--- src/rtl/param_loader_pkg.sv ---
// Shared types for the parameter stream loader: FSM state encoding and checksum width.
package param_loader_pkg;

    typedef enum logic [1:0] {
        IDLE = 2'd0,
        LOAD = 2'd1,
        DONE = 2'd2
    } param_loader_state_t;

    localparam int PARAM_LOADER_CSUM_W = 32;

endpackage

--- src/rtl/param_loader_ram.sv ---
// Simple dual-port parameter RAM: one write port, one 2-stage registered read port
// (both read stages gated by ce, read-first on a same-cycle collision).
module param_loader_ram #(
    parameter int WIDTH  = 16,
    parameter int DEPTH  = 32,
    parameter int AWIDTH = $clog2(DEPTH) + 1
) (
    input  logic              clk,
    input  logic              rst,
    input  logic              we,
    input  logic [AWIDTH-1:0] waddr,
    input  logic [WIDTH-1:0]  wdata,
    input  logic              ce,
    input  logic [AWIDTH-1:0] raddr,
    output logic [WIDTH-1:0]  q
);

    localparam int MAW = (DEPTH > 1) ? $clog2(DEPTH) : 1;

    logic [WIDTH-1:0] mem [DEPTH];
    logic [WIDTH-1:0] rd_stage_q;
    logic [WIDTH-1:0] rd_out_q;
    logic [MAW-1:0]   waddr_w;
    logic [MAW-1:0]   raddr_w;

    // Addresses beyond DEPTH alias onto a real word; their read data is don't-care.
    assign waddr_w = waddr[MAW-1:0];
    assign raddr_w = raddr[MAW-1:0];

    always_ff @(posedge clk) begin
        if (we) begin
            mem[waddr_w] <= wdata;
        end
    end

    always_ff @(posedge clk) begin
        if (rst) begin
            rd_stage_q <= '0;
            rd_out_q   <= '0;
        end else if (ce) begin
            rd_stage_q <= mem[raddr_w];
            rd_out_q   <= rd_stage_q;
        end
    end

    assign q = rd_out_q;

endmodule

--- src/rtl/param_stream_loader.sv ---
// Loads a parameter tensor from a valid/ready beat stream into RAM and serves it on a
// 2-cycle ROM-style read port. Define PARAM_LOADER_CHECKSUM_EN to add the checksum output.
module param_stream_loader
    import param_loader_pkg::*;
#(
    parameter int PRECISION_0       = 16,
    parameter int TENSOR_SIZE_DIM_0 = 32,
    parameter int PARALLELISM_DIM_0 = 1,
    parameter int DEPTH             = TENSOR_SIZE_DIM_0 / PARALLELISM_DIM_0,
    parameter int AWIDTH            = $clog2(DEPTH) + 1
) (
    input  logic                                 clk,
    input  logic                                 rst,
    input  logic                                 load_start,
    input  logic [PRECISION_0-1:0]               data_in [PARALLELISM_DIM_0],
    input  logic                                 data_in_valid,
    output logic                                 data_in_ready,
    input  logic [AWIDTH-1:0]                    rd_addr,
    input  logic                                 rd_ce,
    output logic [PRECISION_0*PARALLELISM_DIM_0-1:0] rd_q,
    output logic                                 load_done,
    output logic [AWIDTH-1:0]                    beat_count
`ifdef PARAM_LOADER_CHECKSUM_EN
    ,
    output logic [PARAM_LOADER_CSUM_W-1:0]       checksum
`endif
);

    localparam int WIDTH = PRECISION_0 * PARALLELISM_DIM_0;
    localparam logic [AWIDTH-1:0] LAST_BEAT = AWIDTH'(DEPTH - 1);

    param_loader_state_t state_q, state_d;
    logic [AWIDTH-1:0]   beat_count_q, beat_count_d;
    logic [WIDTH-1:0]    wdata;
    logic                accept;
    logic                ram_we;

    generate
        for (genvar gi = 0; gi < PARALLELISM_DIM_0; gi++) begin : g_pack
            assign wdata[PRECISION_0*gi +: PRECISION_0] = data_in[gi];
        end
    endgenerate

    assign accept = data_in_valid && (state_q == LOAD);
    // A restart in the same cycle as a beat drops that beat.
    assign ram_we = accept && !load_start;

    always_comb begin
        state_d      = state_q;
        beat_count_d = beat_count_q;
        case (state_q)
            IDLE: begin
                if (load_start) begin
                    state_d      = LOAD;
                    beat_count_d = '0;
                end
            end
            LOAD: begin
                if (load_start) begin
                    beat_count_d = '0;
                end else if (accept) begin
                    beat_count_d = beat_count_q + AWIDTH'(1);
                    if (beat_count_q == LAST_BEAT) begin
                        state_d = DONE;
                    end
                end
            end
            DONE: begin
                if (load_start) begin
                    state_d      = LOAD;
                    beat_count_d = '0;
                end
            end
            default: begin
                state_d      = IDLE;
                beat_count_d = '0;
            end
        endcase
    end

    always_ff @(posedge clk) begin
        if (rst) begin
            state_q      <= IDLE;
            beat_count_q <= '0;
        end else begin
            state_q      <= state_d;
            beat_count_q <= beat_count_d;
        end
    end

    assign data_in_ready = (state_q == LOAD);
    assign load_done     = (state_q == DONE);
    assign beat_count    = beat_count_q;

`ifdef PARAM_LOADER_CHECKSUM_EN
    logic [PARAM_LOADER_CSUM_W-1:0] checksum_q, checksum_d;

    always_comb begin
        checksum_d = checksum_q;
        if (load_start) begin
            checksum_d = '0;
        end else if (accept) begin
            for (int i = 0; i < PARALLELISM_DIM_0; i++) begin
                checksum_d = checksum_d + PARAM_LOADER_CSUM_W'(data_in[i]);
            end
        end
    end

    always_ff @(posedge clk) begin
        if (rst) begin
            checksum_q <= '0;
        end else begin
            checksum_q <= checksum_d;
        end
    end

    assign checksum = checksum_q;
`endif

    param_loader_ram #(
        .WIDTH  (WIDTH),
        .DEPTH  (DEPTH),
        .AWIDTH (AWIDTH)
    ) u_ram (
        .clk   (clk),
        .rst   (rst),
        .we    (ram_we),
        .waddr (beat_count_q),
        .wdata (wdata),
        .ce    (rd_ce),
        .raddr (rd_addr),
        .q     (rd_q)
    );

endmodule

--- config.mk ---
export PLATFORM = sky130hd
export DESIGN_NAME = param_stream_loader
export DESIGN_NICKNAME = d
export VERILOG_FILES = /design/src/rtl/param_loader_pkg.sv /design/src/rtl/param_loader_ram.sv /design/src/rtl/param_stream_loader.sv
export SDC_FILE = /design/constraint.sdc
export NUM_CORES = 1
export LEC_CHECK = 0
export CAP_MARGIN = 40
export CELL_PAD_IN_SITES_DETAIL_PLACEMENT = 0
export CELL_PAD_IN_SITES_GLOBAL_PLACEMENT = 1
export CORE_AREA = 2 2 297 299
export CTS_CLUSTER_DIAMETER = 80
export DETAILED_ROUTE_END_ITERATION = 12
export DIE_AREA = 0 0 299 301
export DONT_BUFFER_PORTS = 1
export PLACE_DENSITY = 0.54
export RECOVER_POWER = 25
export SYNTH_ARGS = -nofsm -noshare
export SYNTH_HDL_FRONTEND = slang
export SYNTH_SLANG_ARGS = --single-unit
export TNS_END_PERCENT = 50
--- constraint.sdc ---
create_clock -name clk -period 2.7 [get_ports clk]
set_clock_uncertainty 0.1 [all_clocks]
set_input_delay 0.54 -clock clk [delete_from_list [all_inputs] [get_ports clk]]
set_output_delay 0.54 -clock clk [all_outputs]
set_load 0.005 [all_outputs]
==> reports/results.txt, run 1 <==
status - complete, but fails checks
violated checks - capacitance limit, slew limit
pre-CTS setup slack - 0.1075 ns
TritonRoute pass-1 iters - 5
initial core utilization - 0.2494
Rows - 108
fin crit period - 2.595 ns
vias in the first global route - 11,229
# Post-CTS Setup Buffers - 0
drt total wl - 54,120 um
initial antenna violation count - 5
CP Depth - 7
yosys warns - 0
core box area - 0.08648 mm2
final core utilization - 0.2957
clock root cell - clkbuf_16
Synth Instances - 1,247
Synth Cell Area - 0.02157 mm2
synthesized net count - 1,278
worst hold slack - 0.06776 ns
clock-pin slew on the worst setup and hold paths - 0.06 ns
via total after detailed routing - 11,256
Final Hold Fails - 0
Max FO, Critical Path - 256
clk buf depth - 3
DR iter-0 viols - 898
H-tree depth - 2
nets - 1,366
WL/cell - 21.36 um
Synth top cells by count - edfxtp_1, mux2i_1, a22oi_1, nor2_1, a21oi_1
Ports - 51
Relative slew margins - -0.2281
slowest CP cell - dlygate4sd3_1
Pwr Density - 699.4 mW/mm2
Area Overhead vs Synth - 18.58%
leak pwr - 8.670 nW
setup TNS - 0 ns
layout cell share with drive strength beyond 1 - 0.1647
Worst Path Required - 3.14 ns
drt drc - 0
family with the most delay on the worst path - buffers and inverters
Yosys reg bits - 552
ys async rst share - 0
die height - 301 um
Routed Antenna Nets - 0
final setup margin - 0.1046 ns
area share of the largest cell type after synthesis - 0.7128
CP endpoint - u_ram.rd_stage_q[14]
clock sinks - 552
register area share after synthesis - 0.7499
number of port buffers - 0
area of the die - 0.09000 mm2
Most used DFF post-synth - edfxtp_1
Finished Layout Cells - 2,534
HPWL Detailed - 32,140 um
Setup crit start - rd_addr[0]
cell with the most instances after synthesis - edfxtp_1
flop-to-flop setup slack - 0.33 ns
Crit path largest cell delay - 0.56 ns
final setup vio count - 0
Post-CTS Resized - 0
Placed Cells - 2,412
Max IR drop VDD - 0.4065 mV
worst reg2reg path startpoint - u_ram.mem[24][14]
Hold Crit Class - in -> reg
Synth cell types - 33
CTS Buf Count - 54
Tightest Pin Transition - 1.842 ns
first-pass GRT wire length - 77,800 um
crit path DAT - 3.04 ns
Worst setup SP type - input pin
top cells by area, synth - edfxtp_1, mux2i_1, a22oi_1
critical path class - in -> reg
Max Freq - 385.3 MHz
clk_lat worst skew - 0.60 ns
largest net degree at the start of global routing - 257
total gr overflow - 0
crit path buf inv count - 2
Die Wd - 299 um
number of synthesized flops with an enable pin - 512
drt via density - 4.442
max cap viols - 9
CP cell instances - mux2i_1 -> a22oi_1 -> a21oi_1 -> buf_4 -> or4_1 -> a211oi_2 -> dlygate4sd3_1
Hold-fix buffers, CTS - 19
Crit. End Element - flop
RR Endpoint - u_ram.rd_stage_q[14]
Final GP Congestion - 0.7165
fin crit share - 0.9613
cell accounting for the most synthesized area - edfxtp_1
syn_area_per_cell - 17.30 um2
max-slew violations - 297
Worst R2R Path Depth - 6
CTS tree - done
RSZ-0062 raised after global routing - false
total routing usage reported by global routing - 0.1179
registers in the layout, indices dropped and copies added, names as in the netlist:
| signal | flops |
|---|---|
| u_ram.mem | 512 |
| u_ram.q | 16 |
| u_ram.rd_stage_q | 16 |
| beat_count | 6 |
| state_q | 2 |
metrics by stage:
stage | power (mW) | cell area, um2
floorplan | 10.08 | 21570
global placement | 10.18 | 23570
detailed placement | 10.19 | 23570
CTS | 18.12 | 25720
global route | 18.49 | 25570
finish | 17.89 | 25580
how the worst min path moves through the flow:
stage / start / end / slack [ns] / depth (start not counted)
floorplan: u_ram.rd_stage_q[15] / u_ram.q[15] / 0.36 / 2
global placement: u_ram.rd_stage_q[14] / u_ram.q[14] / 0.38 / 2
detailed placement: u_ram.rd_stage_q[13] / u_ram.q[13] / 0.39 / 2
CTS: rd_ce / u_ram.rd_stage_q[6] / 0.03 / 2
global route: rd_ce / u_ram.rd_stage_q[6] / 0.04 / 2
finish: rd_ce / u_ram.rd_stage_q[15] / 0.07 / 2
power breakdown:
group          switching, mW  internal [mW]
sequential            0.0337           9.38
combinational          0.460          0.315
clock                   3.20           4.50
total                   3.69           14.2
layout make-up:
cell class                 count  area, um2
inverter                       5      18.77
clock inverter                37      385.4
clock buffer                  62       1413
sequential                   552      16180
antenna                        1      2.502
tap                         1155       1445
multi-input combinational    615       5017
timing repair buffer         107       1120
fill                        8575      60910
layout by cell type (no fill, tap or decap), drive strengths merged, types with 16 or more instances in the layout:
cell,synthesis,final
mux2i,272,272
or4,16,16
a211oi,16,16
buf,35,90
clkbuf,40,75
clkinv,0,27
nor2,75,75
dfxtp,40,40
a21oi,64,64
edfxtp,512,512
a22oi,128,128
logic make-up after synthesis:
logic type               synth area share
XOR/XNOR                         0.002030
AO/OA/AOI/OAI                     0.07077
AND/OR/NAND/NOR                   0.02645
multiplexers                       0.1262
flip-flops                         0.7499
buffers and inverters             0.02228
adder cells (fa/ha/maj)          0.002320
per-layer routing:
metal / wire, um / global-route usage
met1: 25200 / 0.1661
met2: 24760 / 0.1883
met3: 3296 / 0.02302
met4: 843 / 0.02500
met5: 27 / 0
(Power assumes the default switching activity.)
==> run 2: changes to the inputs <==
--- a/config.mk
+++ b/config.mk
@@ -9,6 +9,7 @@
 export CELL_PAD_IN_SITES_DETAIL_PLACEMENT = 0
 export CELL_PAD_IN_SITES_GLOBAL_PLACEMENT = 1
 export CORE_AREA = 2 2 297 299
+export CTS_BUF_LIST = sky130_fd_sc_hd__clkbuf_2
 export CTS_CLUSTER_DIAMETER = 80
 export DETAILED_ROUTE_END_ITERATION = 12
 export DIE_AREA = 0 0 299 301
==> reports/results.txt, run 2 (synthesis gave the netlist of run 1 again) <==
Logic pwr share - 0.052 (was 0.043)
switching pwr - 3.827 mW (was 3.693 mW)
clock root cell - clkbuf_2 (was clkbuf_16)
max cap viols - 11 (was 9)
RSZ-0062 raised after global routing - false (unchanged)
Ports - 51 (unchanged)
worst hold slack - 0.1404 ns (was 0.06776 ns)
Relative slew margins - -0.2609 (was -0.2281)
fin crit period - 2.599 ns (was 2.595 ns)
die height - 301 um (unchanged)
clock-pin slew on the worst setup and hold paths - 0.10 ns (was 0.06 ns)
setup TNS - 0 ns (unchanged)
DR iter-0 viols - 983 (was 898)
total gr overflow - 0 (unchanged)
Max IR drop VDD - 0.2734 mV (was 0.4065 mV)
most frequent cells in the layout - edfxtp_1, mux2i_1, clkbuf_2, a22oi_1, a21oi_1 (was edfxtp_1, mux2i_1, a22oi_1, a21oi_1, buf_4)
nets - 1,481 (was 1,366)
clk_lat worst skew - 1.15 ns (was 0.60 ns)
vias in the first global route - 12,057 (was 11,229)
Worst Path Required - 3.70 ns (was 3.14 ns)
drt drc - 0 (unchanged)
crit path DAT - 3.60 ns (was 3.04 ns)
clock sinks - 552 (unchanged)
status - complete, but fails checks (unchanged)
max-slew violations - 360 (was 297)
Int Power - 12.19 mW (was 14.20 mW)
WL/cell - 20.70 um (was 21.36 um)
most common cell after layout, fill and taps aside - edfxtp_1 (unchanged)
CTS tree - done (unchanged)
first-pass GRT wire length - 80,690 um (was 77,800 um)
via total after detailed routing - 11,942 (was 11,256)
initial core utilization - 0.2494 (unchanged)
max reg flops - 512 (unchanged)
Die Wd - 299 um (unchanged)
final setup vio count - 0 (unchanged)
critical path class - in -> reg (unchanged)
Tightest Pin Transition - 1.891 ns (was 1.842 ns)
H-tree depth - 4 (was 2)
Area Overhead vs Synth - 17.57% (was 18.58%)
core box area - 0.08648 mm2 (unchanged)
CTS Buf Count - 141 (was 54)
drt via density - 4.405 (was 4.442)
# Post-CTS Setup Buffers - 0 (unchanged)
TritonRoute pass-1 iters - 5 (unchanged)
leak pwr - 8.871 nW (was 8.670 nW)
layout cell share with drive strength beyond 1 - 0.2331 (was 0.1647)
Max Freq - 384.8 MHz (was 385.3 MHz)
Final Hold Fails - 0 (unchanged)
Rows - 108 (unchanged)
Pwr Density - 631.8 mW/mm2 (was 699.4 mW/mm2)
drt total wl - 56,110 um (was 54,120 um)
clk buf depth - 3 (unchanged)
Routed Antenna Nets - 0 (unchanged)
Net Sw Frac - 0.2389 (was 0.2065)
Reg power frac - 0.587 (was 0.526)
Final GP Congestion - 0.7165 (unchanged)
HPWL Detailed - 32,140 um (unchanged)
initial antenna violation count - 11 (was 5)
Clock power frac - 0.361 (was 0.430)
fin crit share - 0.9626 (was 0.9613)
violated checks - capacitance limit, slew limit (unchanged)
Top reg by flops - u_ram.mem (unchanged)
Max FO, Critical Path - 5 (was 256)
total routing usage reported by global routing - 0.1234 (was 0.1179)
Crit. End Element - flop (unchanged)
area of the die - 0.09000 mm2 (unchanged)
Worst setup SP type - input pin (unchanged)
Hold Crit Class - in -> reg (unchanged)
number of port buffers - 0 (unchanged)
largest net degree at the start of global routing - 252 (was 257)
run 2: cell count changes in the layout (fill, tap and decap cells not counted), moves of 2 or more:
cell           previous run  this run
clkinv_2                 14         2
clkinv_1                 11        26
bufinv_16                 8         5
diode_2                   1         7
inv_2                     0         5
buf_8                     1         3
clkinv_4                  2         0
clkbuf_16                55         0
dlygate4sd3_1             4        32
clkbuf_1                 19        13
clkbuf_2                  0       202
run 2: through the flow:
stage / power [mW] / worst slack, ns / util / area (um2) / instances
after detailed placement: 10.19 / 0.1075 / 0.2725 / 23570 / 2412
after CTS: 16.31 / 0.1236 / 0.2950 / 25510 / 2701
after floorplan: 10.08 / 0.3888 / - / 21570 / 1247
after global placement: 10.18 / 0.1216 / 0.2725 / 23570 / 2412
after global routing: 16.83 / 0.07656 / 0.2931 / 25350 / 2707
final: 16.02 / 0.1010 / 0.2932 / 25360 / 2711
run 2: final cells by class:
class                   count  area, um2
fillers                  8735      61120
diodes                      7      17.52
clock inverters            40      291.5
multi-input cells         615       5017
inverters                   5      18.77
clock buffers             202       1011
well taps                1155       1445
flip-flops and latches    552      16180
repair buffers            135       1383
run 2: timing repair:
action	4_1_cts	5_1_grt
hold endpoints to repair	552	0
hold buffers	47	0
resized for setup	0	0
run 2: final timing paths:
path / start / to / slack [ns] / depth (start not counted)
hold / removal: rd_addr[0] / u_ram.rd_stage_q[8] / 0.14 / 5
setup reg to reg: u_ram.mem[12][6] / u_ram.rd_stage_q[6] / 0.13 / 7
hold reg to reg: u_ram.rd_stage_q[13] / u_ram.q[13] / 0.41 / 2
setup / recovery: rd_addr[4] / u_ram.rd_stage_q[10] / 0.10 / 9
run 2: per-layer routing:
layer	vias up	routed length (um)	GRT usage
met5	-	32	0
met2	310	26050	0.1936
met4	6	549	0.03036
met3	55	3507	0.03608
met1	6112	25970	0.1675
li1	5459	-	-
run 2: power groups by stage:
stage,sequential (mW),combinational (mW),clock (mW)
finish,9.40,0.840,5.78
global route,9.41,0.889,6.53
CTS,9.40,0.867,6.05
detailed placement,9.59,0.594,0
global placement,9.59,0.592,0
floorplan,9.58,0.506,0
run 2: worst max-delay path, stage by stage:
cell and delay (ns):
dlygate4sd3_1 0.64, nand2b_1 0.13, dlygate4sd3_1 0.55, buf_4 0.14, a21oi_1 0.04, buf_4 0.17
or4_1 0.59, a211oi_2 0.24, dlygate4sd3_1 0.56
==> run 3: changes to the inputs <==
--- a/config.mk
+++ b/config.mk
@@ -8,13 +8,13 @@
 export CAP_MARGIN = 40
 export CELL_PAD_IN_SITES_DETAIL_PLACEMENT = 0
 export CELL_PAD_IN_SITES_GLOBAL_PLACEMENT = 1
-export CORE_AREA = 2 2 297 299
+export CORE_AREA = 2 2 272 274
 export CTS_BUF_LIST = sky130_fd_sc_hd__clkbuf_2
 export CTS_CLUSTER_DIAMETER = 80
 export DETAILED_ROUTE_END_ITERATION = 12
-export DIE_AREA = 0 0 299 301
+export DIE_AREA = 0 0 274 276
 export DONT_BUFFER_PORTS = 1
-export PLACE_DENSITY = 0.54
+export PLACE_DENSITY = 0.6
 export RECOVER_POWER = 25
 export SYNTH_ARGS = -nofsm -noshare
 export SYNTH_HDL_FRONTEND = slang
==> reports/results.txt, run 3 (synthesis gave the netlist of run 1 again) <==
status - complete, but fails checks (unchanged)
violated checks - capacitance limit, slew limit, setup timing (was capacitance limit, slew limit)
Pwr Density - 629.9 mW/mm2 (was 631.8 mW/mm2)
HPWL Detailed - 30,000 um (was 32,140 um)
most frequent cells in the layout - edfxtp_1, mux2i_1, clkbuf_2, a22oi_1, dlygate4sd3_1 (was edfxtp_1, mux2i_1, clkbuf_2, a22oi_1, a21oi_1)
max cap viols - 2 (was 11)
initial core utilization - 0.2972 (was 0.2494)
pre-CTS setup slack - 0.1344 ns (was 0.1075 ns)
CTS tree - done (unchanged)
switching pwr - 3.875 mW (was 3.827 mW)
clock root cell - clkbuf_2 (unchanged)
H-tree depth - 4 (unchanged)
Tightest Pin Transition - 1.821 ns (was 1.891 ns)
Reg power frac - 0.569 (was 0.587)
TritonRoute pass-1 iters - 5 (unchanged)
Clock power frac - 0.369 (was 0.361)
finished layout cell area - 0.02619 mm2 (was 0.02536 mm2)
RSZ-0062 raised after global routing - false (unchanged)
drt total wl - 57,880 um (was 56,110 um)
Logic pwr share - 0.061 (was 0.052)
clk_lat worst skew - 1.30 ns (was 1.15 ns)
Net Sw Frac - 0.2350 (was 0.2389)
clk buf depth - 3 (unchanged)
largest net degree at the start of global routing - 187 (was 252)
Relative slew margins - -0.2139 (was -0.2609)
first-pass GRT wire length - 83,410 um (was 80,690 um)
DR iter-0 viols - 1,109 (was 983)
total gr overflow - 0 (unchanged)
nets - 1,590 (was 1,481)
total routing usage reported by global routing - 0.1537 (was 0.1234)
die height - 276 um (was 301 um)
most frequent cell on the critical path - dlygate4sd3_1 (unchanged)
Rows - 99 (was 108)
Die Wd - 274 um (was 299 um)
fin crit period - 2.701 ns (was 2.599 ns)
Crit. End Element - flop (unchanged)
slowest CP cell - dlygate4sd3_1 (unchanged)
fin crit share - 1.000 (was 0.9626)
clock sinks - 552 (unchanged)
max reg flops - 512 (unchanged)
Worst setup SP type - input pin (unchanged)
Top reg by flops - u_ram.mem (unchanged)
Final GP Congestion - 0.7447 (was 0.7165)
core box area - 0.07259 mm2 (was 0.08648 mm2)
Max IR drop VDD - 0.3529 mV (was 0.2734 mV)
Routed Antenna Nets - 0 (unchanged)
Max Freq - 370.2 MHz (was 384.8 MHz)
initial antenna violation count - 6 (was 11)
Hold Crit Class - in -> reg (unchanged)
worst hold slack - 0.1181 ns (was 0.1404 ns)
layout cell share with drive strength beyond 1 - 0.2317 (was 0.2331)
most common cell after layout, fill and taps aside - edfxtp_1 (unchanged)
area of the die - 0.07562 mm2 (was 0.09000 mm2)
vias in the first global route - 12,693 (was 12,057)
critical path class - in -> reg (unchanged)
drt via density - 4.735 (was 4.405)
Max FO, Critical Path - 16 (was 5)
Int Power - 12.62 mW (was 12.19 mW)
number of port buffers - 0 (unchanged)
crit path DAT - 3.75 ns (was 3.60 ns)
Area Overhead vs Synth - 21.40% (was 17.57%)
CP cell instances - dlygate4sd3_1 -> dlygate4sd3_1 -> clkbuf_1 -> dlygate4sd3_1 -> buf_8 (was dlygate4sd3_1 -> nand2b_1 -> dlygate4sd3_1 -> buf_4 -> a21oi_1 -> buf_4 -> or4_1 -> a211oi_2 -> dlygate4sd3_1)
Crit path largest cell delay - 0.96 ns (was 0.64 ns)
Worst Path Required - 3.75 ns (was 3.70 ns)
max-slew violations - 66 (was 360)
drt drc - 0 (unchanged)
final setup vio count - 4 (was 0)
CTS Buf Count - 143 (was 141)
Ports - 51 (unchanged)
Final Hold Fails - 0 (unchanged)
clock-pin slew on the worst setup and hold paths - 0.09 ns (was 0.10 ns)
Placement Cell Area - 0.02322 mm2 (was 0.02357 mm2)
leak pwr - 9.414 nW (was 8.871 nW)
WL/cell - 22.07 um (was 20.70 um)
via total after detailed routing - 12,421 (was 11,942)
final setup margin - -0.001156 ns (was 0.1010 ns)
==> run 3: cell count changes in the layout (fill, tap and decap cells not counted), sizes merged <==
cell	before	now
dlygate4sd3	32	113
buf	90	112
clkinv	28	21
clkbuf	215	221
clkdlybuf4s25	0	5
bufinv	5	8
clkinvlp	2	1
inv	10	9
==> run 3: what timing repair did <==
action                                  CTS  global route
hold buffers                            143             1
endpoints found under the hold margin   554             3
endpoints found under the setup margin    4             6
gates resized for setup                   6             6
buffers inserted                          0             0
==> run 3: area by class of cell <==
type	instances	area (um2)
antenna	7	17.52
clock inverter	34	342.8
fill	7014	46400
timing repair buffer	242	2380
multi-input combinational	615	4995
tap	959	1200
sequential	552	16190
clock buffer	209	1046
inverter	5	18.77
==> run 3: power groups by stage <==
| stage | sequential (mW) | combinational, mW | clock, mW |
|---|---|---|---|
| after floorplan | 9.58 | 0.506 | 0 |
| final | 9.39 | 1.01 | 6.09 |
| after CTS | 9.39 | 1.04 | 6.30 |
| after detailed placement | 9.59 | 0.614 | 0 |
| after global placement | 9.59 | 0.611 | 0 |
| after global routing | 9.40 | 1.08 | 6.78 |
==> run 3: path summary, 6_finish.rpt <==
path / from / end / slack (ns) / cells past startpoint
worst max-delay path: data_in[12] / u_ram.mem[27][12] / -0.001 / 5
worst min-delay path: rd_addr[1] / u_ram.rd_stage_q[3] / 0.12 / 6
worst max register to register: u_ram.mem[6][4] / u_ram.rd_stage_q[4] / 0.09 / 7
worst min register to register: u_ram.rd_stage_q[8] / u_ram.q[8] / 0.42 / 2
==> run 3: critical path: cells and delay by family <==
| kind | cells | cell delay (ns) |
|---|---|---|
| buffers and inverters | 5 | 3.19 |
==> run 3: metrics by stage <==
| stage | util | cells | total power, mW | TNS [ns] |
|---|---|---|---|---|
| finish | 0.3607 | 2623 | 16.49 | -0.004429 |
| global route | 0.3605 | 2617 | 17.26 | 0 |
| CTS | 0.3630 | 2614 | 16.73 | -0.01933 |
| detailed placement | 0.3200 | 2228 | 10.20 | 0 |
| global placement | 0.3200 | 2228 | 10.20 | 0 |
| floorplan | - | 1247 | 10.08 | 0 |
==> run 3: layer usage <==
metal | GRT usage | routed length (um)
met2 | 0.2380 | 27210
met1 | 0.1973 | 24890
met4 | 0.06619 | 1765
met5 | 0 | 0
met3 | 0.04924 | 4009
